**src/rtl/jit_template_emitter_if.sv**
```systemverilog
// Request and word-stream handshake bundle between the JIT front end,
// the template emitter and the code-cache writer.
interface jit_template_emitter_if #(
    parameter int CNT_W   = 4,
    parameter int CODE_AW = 10
);
    logic               req_valid;
    logic               req_ready;
    logic [6:0]         req_idx;
    logic [CNT_W-1:0]   req_count;
    logic               req_patch_en;
    logic [CNT_W-1:0]   req_patch_pos;
    logic [23:0]        req_patch_imm;

    logic               out_valid;
    logic               out_ready;
    logic [31:0]        out_word;
    logic [CODE_AW-1:0] out_addr;
    logic               out_last;

    // The emitter sits on the slave side: it takes requests and sources words.
    modport slave (
        input  req_valid, req_idx, req_count, req_patch_en, req_patch_pos, req_patch_imm,
        input  out_ready,
        output req_ready, out_valid, out_word, out_addr, out_last
    );

    modport master (
        output req_valid, req_idx, req_count, req_patch_en, req_patch_pos, req_patch_imm,
        output out_ready,
        input  req_ready, out_valid, out_word, out_addr, out_last
    );
endinterface

```
**src/rtl/jit_template_emitter.sv**
```systemverilog
// Walks the instruction-template ROM for one bytecode request, optionally
// patches one word's imm24 field, and streams tagged words to the code cache.
//
// state | meaning
// IDLE  | ready for a request; code pointer may be loaded
// FETCH | read ROM at idx, register the (patched) word
// EMIT  | hold the word on out_* until accepted
// DONE  | one-cycle done pulse, back to IDLE
module jit_template_emitter #(
    parameter int ROM_DEPTH = 67,
    parameter int CODE_AW   = 10,
    parameter int CNT_W     = 4
) (
    input  logic                clk,
    input  logic                rst_n,
    input  logic                cp_load,
    input  logic [CODE_AW-1:0]  cp_value,
    jit_template_emitter_if.slave bus,
    output logic [6:0]          rom_addr,
    input  logic [31:0]         rom_data,
    output logic                done,
    output logic                err,
    output logic [CODE_AW-1:0]  code_ptr
);
    typedef enum logic [1:0] {IDLE, FETCH, EMIT, DONE} state_t;

    localparam logic [7:0] DEPTH8 = 8'(ROM_DEPTH);

    state_t             state_q, state_d;
    logic [6:0]         idx_q, idx_d;
    logic [CNT_W-1:0]   remaining_q, remaining_d;
    logic [CNT_W-1:0]   pos_q, pos_d;
    logic               patch_en_q, patch_en_d;
    logic [CNT_W-1:0]   patch_pos_q, patch_pos_d;
    logic [23:0]        patch_imm_q, patch_imm_d;
    logic [CODE_AW-1:0] code_ptr_q, code_ptr_d;
    logic [31:0]        out_word_q, out_word_d;
    logic [CODE_AW-1:0] out_addr_q, out_addr_d;
    logic               out_last_q, out_last_d;
    logic               out_valid_q, out_valid_d;
    logic               done_q, done_d;
    logic               err_q, err_d;

    logic [7:0]         req_end;
    logic               req_reject;

    // Range check is 8 bits wide so idx near the top of the ROM cannot wrap.
    assign req_end    = {1'b0, bus.req_idx} + 8'(bus.req_count);
    assign req_reject = (bus.req_count == '0) || (req_end > DEPTH8) ||
                        (bus.req_patch_en && (bus.req_patch_pos >= bus.req_count));

    always_comb begin
        state_d     = state_q;
        idx_d       = idx_q;
        remaining_d = remaining_q;
        pos_d       = pos_q;
        patch_en_d  = patch_en_q;
        patch_pos_d = patch_pos_q;
        patch_imm_d = patch_imm_q;
        code_ptr_d  = code_ptr_q;
        out_word_d  = out_word_q;
        out_addr_d  = out_addr_q;
        out_last_d  = out_last_q;
        out_valid_d = out_valid_q;
        done_d      = 1'b0;
        err_d       = 1'b0;

        unique case (state_q)
            IDLE: begin
                if (cp_load) begin
                    code_ptr_d = cp_value;
                end
                if (bus.req_valid) begin
                    if (req_reject) begin
                        err_d = 1'b1;
                    end else begin
                        idx_d       = bus.req_idx;
                        remaining_d = bus.req_count;
                        pos_d       = '0;
                        patch_en_d  = bus.req_patch_en;
                        patch_pos_d = bus.req_patch_pos;
                        patch_imm_d = bus.req_patch_imm;
                        state_d     = FETCH;
                    end
                end
            end
            FETCH: begin
                out_word_d  = (patch_en_q && (pos_q == patch_pos_q)) ?
                              {rom_data[31:24], patch_imm_q} : rom_data;
                out_addr_d  = code_ptr_q;
                out_last_d  = (remaining_q == CNT_W'(1));
                out_valid_d = 1'b1;
                state_d     = EMIT;
            end
            EMIT: begin
                if (bus.out_ready) begin
                    out_valid_d = 1'b0;
                    idx_d       = idx_q + 7'd1;
                    pos_d       = pos_q + CNT_W'(1);
                    remaining_d = remaining_q - CNT_W'(1);
                    code_ptr_d  = code_ptr_q + CODE_AW'(1);
                    if (remaining_q == CNT_W'(1)) begin
                        done_d  = 1'b1;
                        state_d = DONE;
                    end else begin
                        state_d = FETCH;
                    end
                end
            end
            DONE: begin
                state_d = IDLE;
            end
            default: begin
                state_d = IDLE;
            end
        endcase
    end

    always_ff @(posedge clk or negedge rst_n) begin
        if (!rst_n) begin
            state_q     <= IDLE;
            idx_q       <= '0;
            remaining_q <= '0;
            pos_q       <= '0;
            patch_en_q  <= 1'b0;
            patch_pos_q <= '0;
            patch_imm_q <= '0;
            code_ptr_q  <= '0;
            out_word_q  <= '0;
            out_addr_q  <= '0;
            out_last_q  <= 1'b0;
            out_valid_q <= 1'b0;
            done_q      <= 1'b0;
            err_q       <= 1'b0;
        end else begin
            state_q     <= state_d;
            idx_q       <= idx_d;
            remaining_q <= remaining_d;
            pos_q       <= pos_d;
            patch_en_q  <= patch_en_d;
            patch_pos_q <= patch_pos_d;
            patch_imm_q <= patch_imm_d;
            code_ptr_q  <= code_ptr_d;
            out_word_q  <= out_word_d;
            out_addr_q  <= out_addr_d;
            out_last_q  <= out_last_d;
            out_valid_q <= out_valid_d;
            done_q      <= done_d;
            err_q       <= err_d;
        end
    end

    // rom_addr follows the latched index, so it reads 0 straight out of reset.
    assign rom_addr      = idx_q;
    assign bus.req_ready = (state_q == IDLE);
    assign bus.out_valid = out_valid_q;
    assign bus.out_word  = out_word_q;
    assign bus.out_addr  = out_addr_q;
    assign bus.out_last  = out_last_q;
    assign done          = done_q;
    assign err           = err_q;
    assign code_ptr      = code_ptr_q;
endmodule

```
**src/flat_wrapper.sv**
```systemverilog
// flat-port wrapper written by rule: the top's interface ports become plain ports
module jit_template_emitter_flat 
#(
    parameter int ROM_DEPTH = 67,
    parameter int CODE_AW   = 10,
    parameter int CNT_W     = 4
)
  (clk, rst_n, cp_load, cp_value, rom_addr, rom_data, done, err, code_ptr, bus_req_valid, bus_req_idx, bus_req_count, bus_req_patch_en, bus_req_patch_pos, bus_req_patch_imm, bus_out_ready, bus_req_ready, bus_out_valid, bus_out_word, bus_out_addr, bus_out_last);
  jit_template_emitter_if #(.CNT_W(CNT_W), .CODE_AW(CODE_AW)) bus_i ();
  input  logic clk;
  input  logic rst_n;
  input  logic cp_load;
  input  logic [CODE_AW-1:0] cp_value;
  output logic [6:0] rom_addr;
  input  logic [31:0] rom_data;
  output logic done;
  output logic err;
  output logic [CODE_AW-1:0] code_ptr;
  input wire logic [$bits(bus_i.req_valid)-1:0] bus_req_valid;
  input wire logic [$bits(bus_i.req_idx)-1:0] bus_req_idx;
  input wire logic [$bits(bus_i.req_count)-1:0] bus_req_count;
  input wire logic [$bits(bus_i.req_patch_en)-1:0] bus_req_patch_en;
  input wire logic [$bits(bus_i.req_patch_pos)-1:0] bus_req_patch_pos;
  input wire logic [$bits(bus_i.req_patch_imm)-1:0] bus_req_patch_imm;
  input wire logic [$bits(bus_i.out_ready)-1:0] bus_out_ready;
  output wire logic [$bits(bus_i.req_ready)-1:0] bus_req_ready;
  output wire logic [$bits(bus_i.out_valid)-1:0] bus_out_valid;
  output wire logic [$bits(bus_i.out_word)-1:0] bus_out_word;
  output wire logic [$bits(bus_i.out_addr)-1:0] bus_out_addr;
  output wire logic [$bits(bus_i.out_last)-1:0] bus_out_last;
  assign bus_i.req_valid = bus_req_valid;
  assign bus_i.req_idx = bus_req_idx;
  assign bus_i.req_count = bus_req_count;
  assign bus_i.req_patch_en = bus_req_patch_en;
  assign bus_i.req_patch_pos = bus_req_patch_pos;
  assign bus_i.req_patch_imm = bus_req_patch_imm;
  assign bus_i.out_ready = bus_out_ready;
  assign bus_req_ready = bus_i.req_ready;
  assign bus_out_valid = bus_i.out_valid;
  assign bus_out_word = bus_i.out_word;
  assign bus_out_addr = bus_i.out_addr;
  assign bus_out_last = bus_i.out_last;
  jit_template_emitter #(.ROM_DEPTH(ROM_DEPTH), .CODE_AW(CODE_AW), .CNT_W(CNT_W)) u_core (.clk(clk), .rst_n(rst_n), .cp_load(cp_load), .cp_value(cp_value), .bus(bus_i), .rom_addr(rom_addr), .rom_data(rom_data), .done(done), .err(err), .code_ptr(code_ptr));
endmodule
```
**config.mk**
```make
export PLATFORM = sky130hd
export DESIGN_NAME = jit_template_emitter_flat
export DESIGN_NICKNAME = d
export VERILOG_FILES = /design/src/rtl/jit_template_emitter_if.sv /design/src/rtl/jit_template_emitter.sv /design/src/flat_wrapper.sv
export SDC_FILE = /design/constraint.sdc
export NUM_CORES = 1
export LEC_CHECK = 0
export ABC_AREA = 1
export CAP_MARGIN = 20
export CORE_MARGIN = 3
export CORE_UTILIZATION = 52
export DETAILED_ROUTE_END_ITERATION = 10
export GPL_ROUTABILITY_DRIVEN = 0
export GPL_TIMING_DRIVEN = 0
export PLACE_DENSITY_LB_ADDON = 0.3
export REMOVE_ABC_BUFFERS = 1
export SLEW_MARGIN = 40
export SYNTH_ARGS = -nofsm -noshare
export SYNTH_HDL_FRONTEND = slang
export SYNTH_SLANG_ARGS = --single-unit
export TNS_END_PERCENT = 50
```
**constraint.sdc**
```tcl
create_clock -name clk -period 2.5 [get_ports clk]
set_input_delay 0.375 -clock clk [delete_from_list [all_inputs] [get_ports clk]]
set_output_delay 0.375 -clock clk [all_outputs]
set_load 0.005 [all_outputs]
```
==> results of run 1 <==
[Yosys cell counts]
cell type    n
a21oi_1     30
a2bb2oi_1    1
a31oi_1      4
a32o_1       1
buf_1        1
buf_2        4
buf_4        1
buf_6        8
clkbuf_1    15
dfrtp_1    102
fa_1         1
ha_1        13
inv_1       83
inv_2        1
nand2_1    207
nand2_2      3
nand3_1     31
nand4_1      5
nand4_2      1
nor2_1      25
nor2_2       2
nor3_1       1
o211ai_1     3
o21ai_0     52
o21ai_1      6
o21ai_2     23
o21bai_1     1
o22ai_1      3
or2_1        1
xnor2_1      6
xor2_1       6
[per-stage QoR]
step / setup slack (ps) / utilization (%) / hold slack (ps) / cells / TNS (ps)
2_1_floorplan: -1070 / - / 79.4 / 612 / -34520
3_3_place_gp: -2750 / 70.5 / 453 / 891 / -386300
3_5_place_dp: -878 / 71.7 / 301 / 897 / -28020
4_1_cts: 41.3 / 73.9 / 486 / 916 / 0
5_1_grt: 25.7 / 74.6 / 504 / 921 / 0
6_report: 156 / 74.6 / 470 / 921 / 0
[per-layer routing]
layer | vias to the layer above | part of all wire [%]
li1 | 2327 | -
met1 | 2253 | 42
met2 | 238 | 48
met3 | 29 | 8.1
met4 | 0 | 2.3
met5 | - | 0
[sequential cells by signal, indices dropped and copies added, names as in the netlist]
name and count:
u_core.bus.out_addr 10, u_core.bus.out_last 1, u_core.bus.out_valid 1, u_core.bus.out_word 32
u_core.code_ptr 10, u_core.done 1, u_core.err 1, u_core.patch_en_q 1
u_core.patch_imm_q 24, u_core.patch_pos_q 4, u_core.pos_q 4, u_core.remaining_q 4
u_core.rom_addr 7, u_core.state_q 2
[power by group through the flow]
stage	sequential, mW	clock, mW	combinational (mW)
after global routing	3.07	1.02	3.86
after CTS	2.96	0.947	3.42
after global placement	2.94	0	3.20
after detailed placement	2.98	0	3.39
after floorplan	2.93	0	1.65
final	2.98	0.925	3.47
[final cells by class]
| type | instances | area share (%) |
|---|---|---|
| well taps | 129 | 2.29 |
| multi-input cells | 428 | 31.0 |
| flip-flops and latches | 102 | 36.2 |
| clock buffers | 11 | 1.86 |
| clock inverters | 5 | 0.479 |
| repair buffers | 162 | 23.7 |
| inverters | 84 | 4.56 |
[logic make-up (layout without fill, tap and decap cells)]
kind of cell / after synthesis / in the layout / share of synthesized area [%]
compound gates: 124 / 124 / 14.2
xor+xnor: 12 / 12 / 2.03
fa+ha+maj: 14 / 14 / 3.53
buf+inv: 113 / 262 / 9.52
flops: 102 / 102 / 49.3
simple gates: 276 / 278 / 21.5
[repair_timing]
action | 4_1_cts | 5_1_grt
endpoints found under the hold margin | 47 | 0
buffers inserted | 1 | 3
gates resized for setup | 3 | 5
pin swaps | 0 | 3
hold buffers | 1 | 0
endpoints found under the setup margin | 34 | 43
cloned | 1 | 2
[path summary, 6_finish.rpt]
path / startpoint / endpoint / slack, ps / cells past startpoint
setup / recovery: bus_req_idx[0] / u_core.patch_imm_q[9] / 160 / 15
hold / removal: bus_req_count[0] / u_core.remaining_q[0] / 470 / 5
setup reg to reg: u_core.state_q[1] / u_core.code_ptr[5] / 240 / 7
hold reg to reg: u_core.bus.out_word[31] / u_core.bus.out_word[31] / 480 / 2
max in group asynchronous: rst_n / u_core.bus.out_word[19] / 1410 / 3
min in group asynchronous: rst_n / u_core.bus.out_word[14] / 510 / 2
[tightest hold or removal path: cells and delay by family]
family / cells / cell delay, ps
AOI/OAI and AO/OA: 1 / 70
buffers and inverters: 1 / 170
and+or+nand+nor: 3 / 170
[layout by cell type (no fill, tap or decap), types with 2 or more instances in the layout]
cell,instances
clkbuf_8,9
clkbuf_16,2
o21ai_0,52
o22ai_1,3
o21ai_2,23
nand2_1,206
o211ai_1,3
nand3_1,31
a21oi_1,30
ha_1,12
xnor2_1,6
nand2_4,2
nand4_1,5
clkdlybuf4s50_1,148
buf_4,7
clkinv_2,2
nor2_2,2
clkinvlp_4,3
xor2_1,6
a31oi_1,4
nand2_2,2
inv_1,82
nor2_1,25
o21ai_1,6
dfrtp_1,102
clkbuf_1,2
==> flow_summary_export.csv, run 1 <==
group,metric,value,unit
critical_path,critical-path-max-stage-delay,440,ps
synth,synth.cell_area,5180,sq um
cts,cts_buf_count,9,
synth,synthDominantAreaCellType,"dfrtp_1",
grt,globalRouteMet3Util,5.02,%
routing,dr_total_vias,4847,
final_layout,design_area_final,7050,sq um
grt,gr-usage-met1,31.7,%
grt,grt_antenna_before_repair,0,
critical_path,cpMaxStageDelayCell,"clkdlybuf4s50_1",
final_layout,register_area,2550,sq um
floorplanning,die-width,106,um
pwr,power_per_cell_area,1040,nW/um^2
final_layout,multiInputGateArea,2180,sq um
floorplanning,initial_cell_density_of_the_core,54.8,%
run_status,run_status,"finished clean",
pwr,seqPwrFrac,40.4,%
critical_path,kind_of_launch_point_of_the_worst_setup_path,"input port",
pwr,power.static_leakage,3.52,nW
final_layout,fillers,696,
grt,grt-busiest-layer,"met2",
cts,max-clock-path-buffers,2,
routing,via_per_inst,5.26,
pwr,ir_worst_vdd,464,uV
critical_path,worst_path_cell_trace,"clkdlybuf4s50_1 > ha_2 > fa_2 > nand2_1 > nand2_1 > nand2_1 > nor2_1 > nor2_1 > nand2_1 > nand2_4 > nand4_4 > clkbuf_16 > buf_12 > nand2_1 > o21ai_1",
cts,clockRootBuffer,"clkbuf_8",
pwr,total_power,7.37,mW
routing,postRouteAntennaNets,0,
final_layout,nets,888,
routing,route.detailed.wl_per_inst,15.0,um
sta,finalMaxSlewViolations,0,
synth,synth-seq-cells,102,
sta,fin_crit_period,2340,ps
sta,slew_headroom,49.6,%
synth,synth_largest_type_area_fraction,49.3,%
grt,first_global_vias,4537,
sta,timing_hold_violations_final,0,
routing,routed_wirelength,13800,um
pwr,swShare,38.8,%
critical_path,path_common_cell,"nand2_1",
cts,tritoncts,"done",
synth,synth.area.top_cells,"dfrtp_1 49%, nand2_1 15%, inv_1 6.0%, o21ai_0 5.0%, o21ai_2 3.9%",
synth,syn-mean-instance-area,8.08,sq um
final_layout,antenna_cells,0,
flow_run,max-cap-violations,0,
critical_path,path_max_fanout,32,
sta,rsz_0062_raised_after_global_routing,"false",
placed_design,detailed_place_hpwl,9530,um
synth,yosysUniqueCellTypes,31,
grt,grt_max_degree,80,
floorplanning,row_count,35,
cts,clock_latency,360,ps
floorplanning,die_height,106,um
critical_path,path_buf_inv,3,
floorplanning,pin_count,151,
pwr,share_comb_of_total_power,47.1,%
sta,max_clock_freq,427,MHz
grt,grtUsageMet2,40.2,%
floorplanning,core_area,9460,sq um
sta,report.final.setup_viol,0,
grt,global_route.usage.total,24.1,%
routing,dr.pass1.iters,5,
critical_path,worstPathRequired,2740,ps
critical_path,crit_family,"buffers and inverters",
sta,clock_skew,10.9,ps
grt,global_route_wire_length_before_repair,22000,um
placed_design,placedInstanceArea,6780,sq um
placed_design,io_buffers,150,
routing,first_iter_violations,384,
min_path,hp-class,"in2reg",
pwr,internal_power,4.51,mW
grt,total_congestion_overflow_after_global_routing,0,
pwr,share_clk_of_total_power,12.6,%
sta,post-route-period-util,93.7,%
critical_path,critical_path.endpoint_type,"flop",
floorplanning,area_of_the_die,11200,sq um
synth,synthesis.yosys.warnings,0,
final_layout,drive_gt1_share,7.83,%
cts,cts_htree_levels,3,
sta,worst_pin_slew,757,ps
critical_path,arrival,2580,ps
pwr,p_switching,2.86,mW
critical_path,timing_worst_setup_path_type,"in2reg",
cts,cts.reportedPaths.clkPinSlew,90,ps
cts,tritoncts_num_sinks,102,
synth,synth.yosys.seq_area_share,49.3,%
synth,syn-instance-count,641,
routing,post_route_drc,0,
final_layout,areaGrowthSynthToFinish,36.2,%
Power figures use the tool's default switching activity.
==> inputs of run 2 (changes only) <==
--- a/config.mk
+++ b/config.mk
@@ -11,7 +11,6 @@
 export CORE_UTILIZATION = 52
 export DETAILED_ROUTE_END_ITERATION = 10
 export GPL_ROUTABILITY_DRIVEN = 0
-export GPL_TIMING_DRIVEN = 0
 export PLACE_DENSITY_LB_ADDON = 0.3
 export REMOVE_ABC_BUFFERS = 1
 export SLEW_MARGIN = 40
==> flow_summary_export.csv, run 2 (synthesis results as in run 1) <==
group,metric,value,unit
run_status,run_status,"finished clean",
final_layout,fillers,711,
sta,finalMaxSlewViolations,0,
critical_path,critical_path.endpoint,"u_core.patch_imm_q[22]",
floorplanning,die_height,106,um
sta,timing_hold_violations_final,0,
critical_path,timing_worst_setup_path_type,"in2reg",
cts,clock_latency,360,ps
routing,postRouteAntennaNets,0,
critical_path,reg2regPathDepth,8,
cts,cts.repair_timing.setup_buffer_count,0,
sta,fin_tns_setup,0,ps
critical_path,critical_path.reg2reg.startpoint,"u_core.state_q[0]",
flow_run,max-cap-violations,0,
critical_path,path_max_fanout,62,
critical_path,worstPathRequired,2740,ps
sta,post-route-period-util,91.2,%
grt,global_route_wire_length_before_repair,22200,um
routing,via_per_inst,5.09,
cts,cts.reportedPaths.clkPinSlew,90,ps
floorplanning,initial_cell_density_of_the_core,54.8,%
min_path,hp-class,"reg2reg",
routing,routed_wirelength,13400,um
routing,post_route_drc,0,
final_layout,most-common-layout-cells,"207 x nand2_1, 149 x clkdlybuf4s50_1, 102 x dfrtp_1",
critical_path,timing.reg2reg.setup_slack,680,ps
critical_path,critical_path.endpoint_type,"flop",
final_layout,nets,887,
grt,total_congestion_overflow_after_global_routing,0,
pwr,power_per_cell_area,1050,nW/um^2
routing,dr.pass1.iters,5,
cts,clockRootBuffer,"clkbuf_8",
routing,first_iter_violations,273,
grt,grt_antenna_before_repair,0,
cts,cts_buf_count,9,
final_layout,layout.cells.most_common,"nand2_1",
final_layout,drive_gt1_share,7.46,%
floorplanning,die-width,106,um
sta,rsz_0062_raised_after_global_routing,"false",
sta,clock_skew,13.6,ps
routing,dr_total_vias,4680,
placed_design,detailed_place_hpwl,9860,um
pwr,power.static_leakage,3.52,nW
critical_path,arrival,2520,ps
grt,first_global_vias,4670,
cts,cts_htree_levels,3,
floorplanning,area_of_the_die,11200,sq um
cts,tritoncts_num_sinks,102,
min_path,min_path_cells,2,
sta,worst_pin_slew,548,ps
floorplanning,core_area,9460,sq um
critical_path,worst_reg2reg_path_endpoint,"u_core.bus.out_word[9]",
final_layout,areaGrowthSynthToFinish,35.1,%
cts,ctsResizeCount,0,
floorplanning,pin_count,151,
routing,route.detailed.wl_per_inst,14.6,um
cts,max-clock-path-buffers,2,
sta,report.final.setup_viol,0,
final_layout,antenna_cells,0,
sta,slew_headroom,63.5,%
pwr,total_power,7.34,mW
sta,max_clock_freq,439,MHz
final_layout,largest_reg_flops,32,
floorplanning,row_count,35,
placed_design,io_buffers,150,
pwr,ir_worst_vdd,504,uV
sta,fin_crit_period,2280,ps
grt,grt_max_degree,63,
critical_path,setup.worst_path.start,"bus_req_count[0]",
cts,tritoncts,"done",
cts,count_of_hold_fix_buffers_inserted_at_cts,1,
critical_path,kind_of_launch_point_of_the_worst_setup_path,"input port",
grt,global_route.usage.total,24.3,%
-- run 2: changes by cell type in the layout (fill, tap and decap cells not counted), moves of 2 or more --
cell        change
inv_2           +2
inv_6           +2
nand2_4         -2
buf_4           +2
buf_12          +3
clkbuf_16       -2
clkinvlp_4      -3
-- run 2: worst max-delay path: stages --
cell	delay [ps]
clkdlybuf4s50_1	420
ha_1	230
fa_1	430
xnor2_1	210
nand2_1	70
nor2_1	90
nand2_1	70
nand2_2	90
nand4_4	100
buf_12	230
nand2_1	120
o21ai_2	50
-- run 2: how the worst min path moves through the flow --
stage | slack [ps] | end | startpoint
after global routing | 510 | u_core.patch_imm_q[6] | u_core.patch_imm_q[6]
after floorplan | 80 | u_core.bus.out_addr[0] | rst_n
final | 480 | u_core.bus.out_addr[1] | u_core.bus.out_addr[1]
after CTS | 480 | u_core.bus.out_addr[1] | u_core.bus.out_addr[1]
after detailed placement | 390 | u_core.bus.out_word[0] | rst_n
after global placement | 390 | u_core.bus.out_word[0] | rst_n
-- run 2: routing by layer --
| layer | global-route usage [%] | vias to the layer above | wire [um] |
|---|---|---|---|
| li1 | - | 2316 | - |
| met4 | 8.42 | 0 | 286 |
| met2 | 41.1 | 158 | 6620 |
| met3 | 4.47 | 24 | 749 |
| met1 | 31.6 | 2182 | 5780 |
| met5 | 0 | - | 0 |
-- run 2: cell type report --
cell class / count / area [sq um] / share of cell area, %
flip-flops and latches: 102 / 2550 / 36.5
multi-input cells: 426 / 2140 / 30.6
repair buffers: 163 / 1650 / 23.6
inverters: 84 / 315 / 4.50
well taps: 129 / 161 / 2.31
clock buffers: 10 / 128 / 1.82
clock inverters: 6 / 51.3 / 0.733
-- run 2: power breakdown --
group / total [mW] / switching, mW / internal, mW
Clock: 0.965 / 0.584 / 0.381
Sequential: 2.99 / 0.577 / 2.41
Combinational: 3.39 / 1.66 / 1.73
-- run 2: metrics by stage --
stage	utilization [%]	hold slack, ps	area (sq um)	instances	worst slack [ps]
after floorplan	-	79.4	5000	612	-1070
after detailed placement	72.0	395	6810	903	-114
after global routing	74.0	512	7000	920	99.8
after CTS	74.0	485	7000	920	277
after global placement	72.0	391	6810	903	-47.3
final	74.0	479	7000	920	220
